[src/rtl/cpu_pkg.sv]
// Shared CPU core constants: register-bank defaults and sequencer state encodings.
package cpu_pkg;
    localparam int REG_DW    = 16;
    localparam int REG_DEPTH = 16;
    localparam int REG_NREAD = 2;

    localparam logic ST_IDLE  = 1'b0;
    localparam logic ST_CLEAR = 1'b1;

    typedef enum logic {
        S_IDLE  = ST_IDLE,
        S_CLEAR = ST_CLEAR
    } rf_state_e;
endpackage

[src/rtl/regfile_mp_if.sv]
// Register-file port bundle: decode/writeback side is master, register file is slave.
interface regfile_mp_if
    import cpu_pkg::*;
#(
    parameter int DW    = REG_DW,
    parameter int AW    = $clog2(REG_DEPTH),
    parameter int NREAD = REG_NREAD
);
    logic                clr;
    logic                busy;
    logic                we;
    logic [AW-1:0]       waddr;
    logic [DW-1:0]       wdata;
    logic [NREAD*AW-1:0] raddr;
    logic [NREAD*DW-1:0] rdata;

    modport master (output clr, we, waddr, wdata, raddr, input busy, rdata);
    modport slave  (input clr, we, waddr, wdata, raddr, output busy, rdata);
endinterface

[src/rtl/regfile_rdport.sv]
// One combinational read port: busy forces zero, then hardwired r0, then write bypass, then array.
module regfile_rdport #(
    parameter int DW      = 16,
    parameter int AW      = 4,
    parameter int BYPASS  = 1,
    parameter int ZERO_R0 = 0
) (
    input  logic          busy,
    input  logic          we,
    input  logic [AW-1:0] waddr,
    input  logic [DW-1:0] wdata,
    input  logic [AW-1:0] raddr,
    input  logic [DW-1:0] mem_q,
    output logic [DW-1:0] rdata
);
    always_comb begin
        rdata = mem_q;
        if (busy)
            rdata = '0;
        else if ((ZERO_R0 != 0) && (raddr == '0))
            rdata = '0;
        else if ((BYPASS != 0) && we && (waddr == raddr))
            rdata = wdata;
    end
endmodule

[src/rtl/regfile_mp.sv]
// Parametrised multi-read-port register file. The array has no reset; a sequencer
// sweeps zeros into it one entry per cycle after reset or on a clear request.
module regfile_mp
    import cpu_pkg::*;
#(
    parameter int DW      = REG_DW,
    parameter int DEPTH   = REG_DEPTH,
    parameter int AW      = $clog2(DEPTH),
    parameter int NREAD   = REG_NREAD,
    parameter int BYPASS  = 1,
    parameter int ZERO_R0 = 0
) (
    input  logic         clk,
    input  logic         rst,
    regfile_mp_if.slave  bus
);
    rf_state_e     state, state_nxt;
    logic [AW-1:0] cnt, cnt_nxt;
    logic          busy;

    logic          mem_we;
    logic [AW-1:0] mem_wa;
    logic [DW-1:0] mem_wd;
    logic [DW-1:0] mem [DEPTH];

    always_ff @(posedge clk or posedge rst) begin
        if (rst) begin
            state <= S_CLEAR;
            cnt   <= '0;
        end else begin
            state <= state_nxt;
            cnt   <= cnt_nxt;
        end
    end

    always_comb begin
        state_nxt = state;
        cnt_nxt   = cnt;
        case (state)
            S_CLEAR: begin
                if (cnt == AW'(DEPTH - 1)) begin
                    state_nxt = S_IDLE;
                    cnt_nxt   = '0;
                end else begin
                    cnt_nxt = cnt + 1'b1;
                end
            end
            default: begin
                if (bus.clr) begin
                    state_nxt = S_CLEAR;
                    cnt_nxt   = '0;
                end
            end
        endcase
    end

    assign busy     = (state == S_CLEAR);
    assign bus.busy = busy;

    // Single write port shared by the sweep and writeback; the array stays untouched while rst is held.
    always_comb begin
        mem_we = 1'b0;
        mem_wa = bus.waddr;
        mem_wd = bus.wdata;
        if (!rst) begin
            if (busy) begin
                mem_we = 1'b1;
                mem_wa = cnt;
                mem_wd = '0;
            end else begin
                mem_we = bus.we && !((ZERO_R0 != 0) && (bus.waddr == '0));
            end
        end
    end

    always_ff @(posedge clk) begin
        if (mem_we)
            mem[mem_wa] <= mem_wd;
    end

    for (genvar k = 0; k < NREAD; k++) begin : g_rd
        logic [AW-1:0] ra;
        assign ra = bus.raddr[k*AW +: AW];

        regfile_rdport #(
            .DW      (DW),
            .AW      (AW),
            .BYPASS  (BYPASS),
            .ZERO_R0 (ZERO_R0)
        ) u_rd (
            .busy  (busy),
            .we    (bus.we),
            .waddr (bus.waddr),
            .wdata (bus.wdata),
            .raddr (ra),
            .mem_q (mem[ra]),
            .rdata (bus.rdata[k*DW +: DW])
        );
    end
endmodule

[src/flat_wrapper.sv]
// flat-port wrapper written by rule: the top's interface ports become plain ports
module regfile_mp_flat import cpu_pkg::*;
#(
    parameter int DW      = REG_DW,
    parameter int DEPTH   = REG_DEPTH,
    parameter int AW      = $clog2(DEPTH),
    parameter int NREAD   = REG_NREAD,
    parameter int BYPASS  = 1,
    parameter int ZERO_R0 = 0
)
  (clk, rst, bus_clr, bus_we, bus_waddr, bus_wdata, bus_raddr, bus_busy, bus_rdata);
  regfile_mp_if #(.DW(DW), .AW(AW), .NREAD(NREAD)) bus_i ();
  input  logic clk;
  input  logic rst;
  input wire logic [$bits(bus_i.clr)-1:0] bus_clr;
  input wire logic [$bits(bus_i.we)-1:0] bus_we;
  input wire logic [$bits(bus_i.waddr)-1:0] bus_waddr;
  input wire logic [$bits(bus_i.wdata)-1:0] bus_wdata;
  input wire logic [$bits(bus_i.raddr)-1:0] bus_raddr;
  output wire logic [$bits(bus_i.busy)-1:0] bus_busy;
  output wire logic [$bits(bus_i.rdata)-1:0] bus_rdata;
  assign bus_i.clr = bus_clr;
  assign bus_i.we = bus_we;
  assign bus_i.waddr = bus_waddr;
  assign bus_i.wdata = bus_wdata;
  assign bus_i.raddr = bus_raddr;
  assign bus_busy = bus_i.busy;
  assign bus_rdata = bus_i.rdata;
  regfile_mp #(.DW(DW), .DEPTH(DEPTH), .AW(AW), .NREAD(NREAD), .BYPASS(BYPASS), .ZERO_R0(ZERO_R0)) u_core (.clk(clk), .rst(rst), .bus(bus_i));
endmodule
[config.mk]
export PLATFORM = sky130hd
export DESIGN_NAME = regfile_mp_flat
export DESIGN_NICKNAME = d
export VERILOG_FILES = /design/src/rtl/cpu_pkg.sv /design/src/rtl/regfile_mp_if.sv /design/src/rtl/regfile_rdport.sv /design/src/rtl/regfile_mp.sv /design/src/flat_wrapper.sv
export SDC_FILE = /design/constraint.sdc
export NUM_CORES = 1
export LEC_CHECK = 0
export ABC_AREA = 0
export CAP_MARGIN = 30
export CORE_AREA = 5 5 202 155
export CTS_CLUSTER_SIZE = 10
export DETAILED_ROUTE_END_ITERATION = 10
export DIE_AREA = 0 0 207 160
export PLACE_DENSITY = 0.61
export SKIP_CTS_REPAIR_TIMING = 1
export SLEW_MARGIN = 0
export SYNTH_ARGS = -nofsm -noshare
export SYNTH_HDL_FRONTEND = slang
export SYNTH_SLANG_ARGS = --single-unit
export TNS_END_PERCENT = 10
[constraint.sdc]
create_clock -name clk -period 4.6 [get_ports clk]
set_clock_uncertainty 0.05 [all_clocks]
set_input_delay 0.92 -clock clk [delete_from_list [all_inputs] [get_ports clk]]
set_output_delay 0.92 -clock clk [all_outputs]
set_load 0.02 [all_outputs]
Yosys cells after proc, flatten, opt, wreduce, memory -nomap -nowiden
Memory sizes are Yosys's and may differ from the RTL's.
Cells that the tools add are included.

word-level totals
  logic and storage cells = 28
  output and inout bits = 33
  flip-flop bits (word level) = 5
  memories kept = 1
  input bits = 32
  memory bits (writable) = 256

cells by class
  equal/unequal tests = 3
  reductions and logical operators = 3
  multiplexer cells = 18
  add/sub/neg operators = 1

memories
  memory      depth  bits a word  rd ports  clocked after Yosys merged registers in  wr ports  RTL line          source
  u_core.mem  16     16           2         0                                        1         regfile_mp.sv:24  logic [DW-1:0] mem [DEPTH];

operators with widths
  operator                                      number
  two-way mux 16 bit                            6
  two-way mux 4 bit                             5
  equality test 4 bit                           2
  two-way mux 1 bit                             7
  adder 4 x 1 -> 4 bit (second input constant)  1
  equality test 4 bit (second input constant)   1
  logical AND 1 bit                             2
  nonzero test 2 bit                            1

Logic depth before layout (Yosys ltp)
  depth in word-level cells = 4
  gate-level depth with buffers = 6
  gate-level depth less buffers = 5

By module
From an unflattened synthesis, not the netlist that was laid out.

second synthesis, totals
  cells, all modules = 739
  area total of the unflattened synthesis = 13051.3 µm²

modules (own cells, without submodules)
  module          area each (µm²)  cells an instance  times used
  regfile_mp      12115.4          615                1
  regfile_rdport  467.9            62                 2

Worst setup path after synthesis
No wires, ideal clock.

  path type = in2out
  from = input port bus_raddr[0]
  to = output port bus_rdata[10]
  buffers on the path = 2
  required time = 3.630 ns
  stages = 6
  slack = 1.380 ns
  arrival = 2.250 ns
  cells stage by stage = buf_6 buf_4 mux4_2 a22oi_1 nand2_1 a22o_1

on the way
  cells in the longest elaborated chain, start to end = 4
  elaborated cells on any way between the ends = 5

RTL lines
  element                                                                       RTL line              source
  from (decl)                                                                   flat_wrapper.sv:19    input wire logic [$bits(bus_i.raddr)-1:0] bus_raddr;
  parallel branches: the longest is 2 deep, another holds memory (16 x 16 bit)  -
  two-way mux 16 bit *                                                          regfile_rdport.sv:22  else if ((BYPASS != 0) && we && (waddr == raddr))
  two-way mux 16 bit *                                                          regfile_rdport.sv:18  if (busy)
  to (decl)                                                                     flat_wrapper.sv:21    output wire logic [$bits(bus_i.rdata)-1:0] bus_rdata;

Every way passes the cells marked *.

Worst setup path after layout
  from = input port bus_raddr[1]
  to = output port bus_rdata[5]

The elaborated chain is that of the path after synthesis.

==> impl_metrics.json <==
{
  "status": "finished clean",
  "area_growth_pct": 16.1,
  "avgViaCountPerCell": 6.48,
  "seq_area_frac_synth": 0.607,
  "start_kind": "input port",
  "dpl.hpwl_mm": 22.1,
  "place_worst_setup_slack_ns": 0.226,
  "rows": 54,
  "die_h_um": 160,
  "fin_nets": 796,
  "drtIter0Drc": 686,
  "ant_nets": 0,
  "syn_area_mm2": 0.0129,
  "intPower_mw": 4.48,
  "yosysWarnings": 0,
  "r2r-start": "u_core.bus.busy$_DFF_PP1_",
  "synth_nets": 701,
  "highest_layer": "met4",
  "syn_area_per_cell_um2": 19.3,
  "synth-async-reset-ratio": 0.0192,
  "dr_wl_met3_mm": 2.35,
  "place_inst": 1123,
  "synth_edf_count": 256,
  "post-route-period-util": 0.968,
  "r2r_slack_ns": 1.42,
  "drive_gt1_frac": 0.224,
  "start_util": 0.445,
  "hold_path_end": "u_core.bus.busy$_DFF_PP1_",
  "hp-class": "reg -> reg",
  "hold_depth": 1,
  "die-area_mm2": 0.0331,
  "drc": 0,
  "crit_type": "in -> out",
  "nFillCells": 2280,
  "gp_congestion": 0.863,
  "clockBufferDepth": 3,
  "slew_violations": 0,
  "grt_pass1_wl_mm": 51.3,
  "leakagePower_nw": 5.05,
  "grt_pass1_vias": 7822,
  "power_switching_mw": 1.55,
  "cellPowerDensity_mw_per_mm2": 403,
  "cts-buffers-inserted": 30,
  "core_area_mm2": 0.0289,
  "drt_pass1_iterations": 4,
  "wl_mm": 35.1,
  "grt_usage": 0.205,
  "synth_cell_type_count": 42,
  "wl_met1_mm": 14.8,
  "hold_path.startpoint": "u_core.cnt[3]$_DFFE_PP0P_",
  "crit_path_frequent_cell": "clkdlybuf4s50_1",
  "synth-seq-cells": 261,
  "p_clk_frac": 0.344,
  "grt_max_degree": 65,
  "cp.required_ns": 3.63,
  "worstPathArrival_ns": 3.48,
  "reg2regPathDepth": 5,
  "crit_path_cell_trace": "clkdlybuf4s50_1 > xor2_1 > nor4_1 > and3b_1 > buf_4 > a22o_1 > clkdlybuf4s50_1",
  "rsz0062_at_grt": "no",
  "grt-ovfl-total": 0,
  "power_switching_share": 0.257,
  "wl_per_cell_um": 30.1,
  "netlist_instances": 668,
  "fin_cells": 1168,
  "die_w_um": 207,
  "cp-end-kind": "primary output",
  "tightest_slew_ns": 0.838,
  "dr_total_vias": 7573,
  "setup_viol": 0,
  "layout_setup_ws_ns": 0.149,
  "rr_endpoint": "u_core.mem[1][7]$_DFFE_PP_",
  "cp_max_fo": 10,
  "p_seq_frac": 0.488,
  "hold_violations": 0,
  "clkSlewWorstSetupHoldPaths_ns": 0.05,
  "maxCapViolations": 0,
  "diodes": 0,
  "synth_flop_cell": "edfxtp_1",
  "maxSlewHeadroom": 0.441,
  "cpPeakStageDelay_ns": 0.62,
  "period_needed_ns": 4.45,
  "clock-sinks": 261,
  "ir_worst_vdd_mv": 0.275,
  "io_buffers": 64,
  "io_pins": 65,
  "post-route-util": 0.517,
  "dpl_cell_area_mm2": 0.0141,
  "post-route-cell-area_mm2": 0.0149,
  "cts_tree": "done",
  "root_buffer": "clkbuf_16",
  "clkLatencyLatePin_ns": 0.53,
  "fmax_ghz": 0.225,
  "wl_met2_mm": 16.9,
  "antenna_found_initial": 0,
  "crit_slowest_cell": "clkdlybuf4s50_1",
  "combPwrFrac": 0.169,
  "fin_tns_setup_ns": 0,
  "htree_num_levels": 1
}
## through the flow
| stage | hold WS, ns | power (mW) |
|---|---|---|
| 3_3_place_gp | 0.510 | 3.94 |
| 5_1_grt | 0.629 | 6.24 |
| 3_5_place_dp | 0.548 | 3.99 |
| 6_report | 0.576 | 6.03 |
| 2_1_floorplan | 0.457 | 3.56 |
| 4_1_cts | 0.568 | 6.06 |
## critical path: cells and delay by family
kind,cells,cell delay [ns]
AND/OR/NAND/NOR,2,0.76
AO/OA/AOI/OAI,1,0.19
XOR/XNOR,1,0.21
buffers and inverters,3,1.40
## routing by layer
metal | track usage | vias to the layer above
met5 | 0 | -
met4 | 0.0604 | 0
met3 | 0.0345 | 80
met2 | 0.333 | 368
met1 | 0.288 | 4014
li1 | - | 3111
## registers in the layout, summed over array words and instances, names as in the netlist
register / flops
u_core.cnt: 4
u_core.mem: 256
u_core.bus.busy: 1
## worst max-delay path by stage
stage / slack, ns / end / startpoint / cells after the start
after global placement: 0.12 / bus_rdata[30] / bus_waddr[1] / 6
after floorplan: 1.38 / bus_rdata[10] / bus_raddr[0] / 6
final: 0.15 / bus_rdata[5] / bus_raddr[1] / 7
after CTS: 0.22 / bus_rdata[5] / bus_waddr[1] / 7
after detailed placement: 0.23 / bus_rdata[5] / bus_waddr[1] / 7
after global routing: 0.15 / bus_rdata[5] / bus_waddr[1] / 7
## power by group through the flow
| stage | clock network [mW] | registers (mW) | logic (mW) |
|---|---|---|---|
| final | 2.07 | 2.94 | 1.02 |
| after global routing | 2.21 | 2.95 | 1.08 |
| after CTS | 2.11 | 2.93 | 1.01 |
| after detailed placement | 0 | 2.98 | 1.01 |
| after global placement | 0 | 2.96 | 0.974 |
| after floorplan | 0 | 2.94 | 0.611 |
## cells by family after synthesis
group	after synthesis	share of synthesized area
flops	261	0.607
buf+inv	56	0.0371
mux	130	0.245
compound gates	113	0.0668
fa+ha+maj	1	0.000972
xor+xnor	8	0.00545
simple gates	99	0.0376
## cell type report
cell class              instances  area, um^2  share of cell area
flip-flops and latches        261        7810               0.523
multi-input cells             351        4620               0.310
repair buffers                115        1160              0.0777
clock buffers                  44         825              0.0552
well taps                     392         490              0.0328
inverters                       4        15.0             0.00101
clock inverters                 1        8.76            0.000586
## synthesized netlist by cell type (2+ instances only)
master / instances / area share
clkbuf_2: 5 / 0.0019
buf_6: 8 / 0.0070
nor2_1: 20 / 0.0058
nor2b_1: 4 / 0.0019
a22o_1: 32 / 0.022
clkbuf_1: 12 / 0.0035
clkbuf_8: 9 / 0.0096
mux4_1: 65 / 0.13
a21oi_1: 5 / 0.0019
dfrtp_1: 4 / 0.0078
buf_1: 5 / 0.0015
buf_12: 6 / 0.0093
a31oi_1: 4 / 0.0019
inv_1: 4 / 0.0012
edfxtp_1: 256 / 0.60
and2_1: 18 / 0.0088
nand2_1: 42 / 0.012
mux4_2: 62 / 0.11
buf_4: 2 / 0.0012
xor2_1: 8 / 0.0054
o21ai_0: 5 / 0.0019
nand2b_1: 3 / 0.0015
buf_2: 5 / 0.0019
a22oi_1: 64 / 0.037
nor3b_1: 3 / 0.0017
## cell usage in the layout (no fill, tap or decap), types with 3 or more instances in the layout
cell / count
nand2_1: 42
a22o_1: 32
nor2b_1: 4
edfxtp_1: 256
nor2_1: 4
nor3b_1: 3
nor2_2: 16
inv_1: 4
mux4_1: 65
buf_4: 40
a21oi_1: 3
clkdlybuf4s50_1: 60
a22oi_1: 64
a31oi_1: 4
clkbuf_1: 13
nand2b_1: 3
dfrtp_1: 4
xor2_1: 8
buf_12: 11
o21ai_0: 5
and2_1: 18
mux4_2: 62
clkbuf_16: 31
Power figures use the tool's default switching activity.
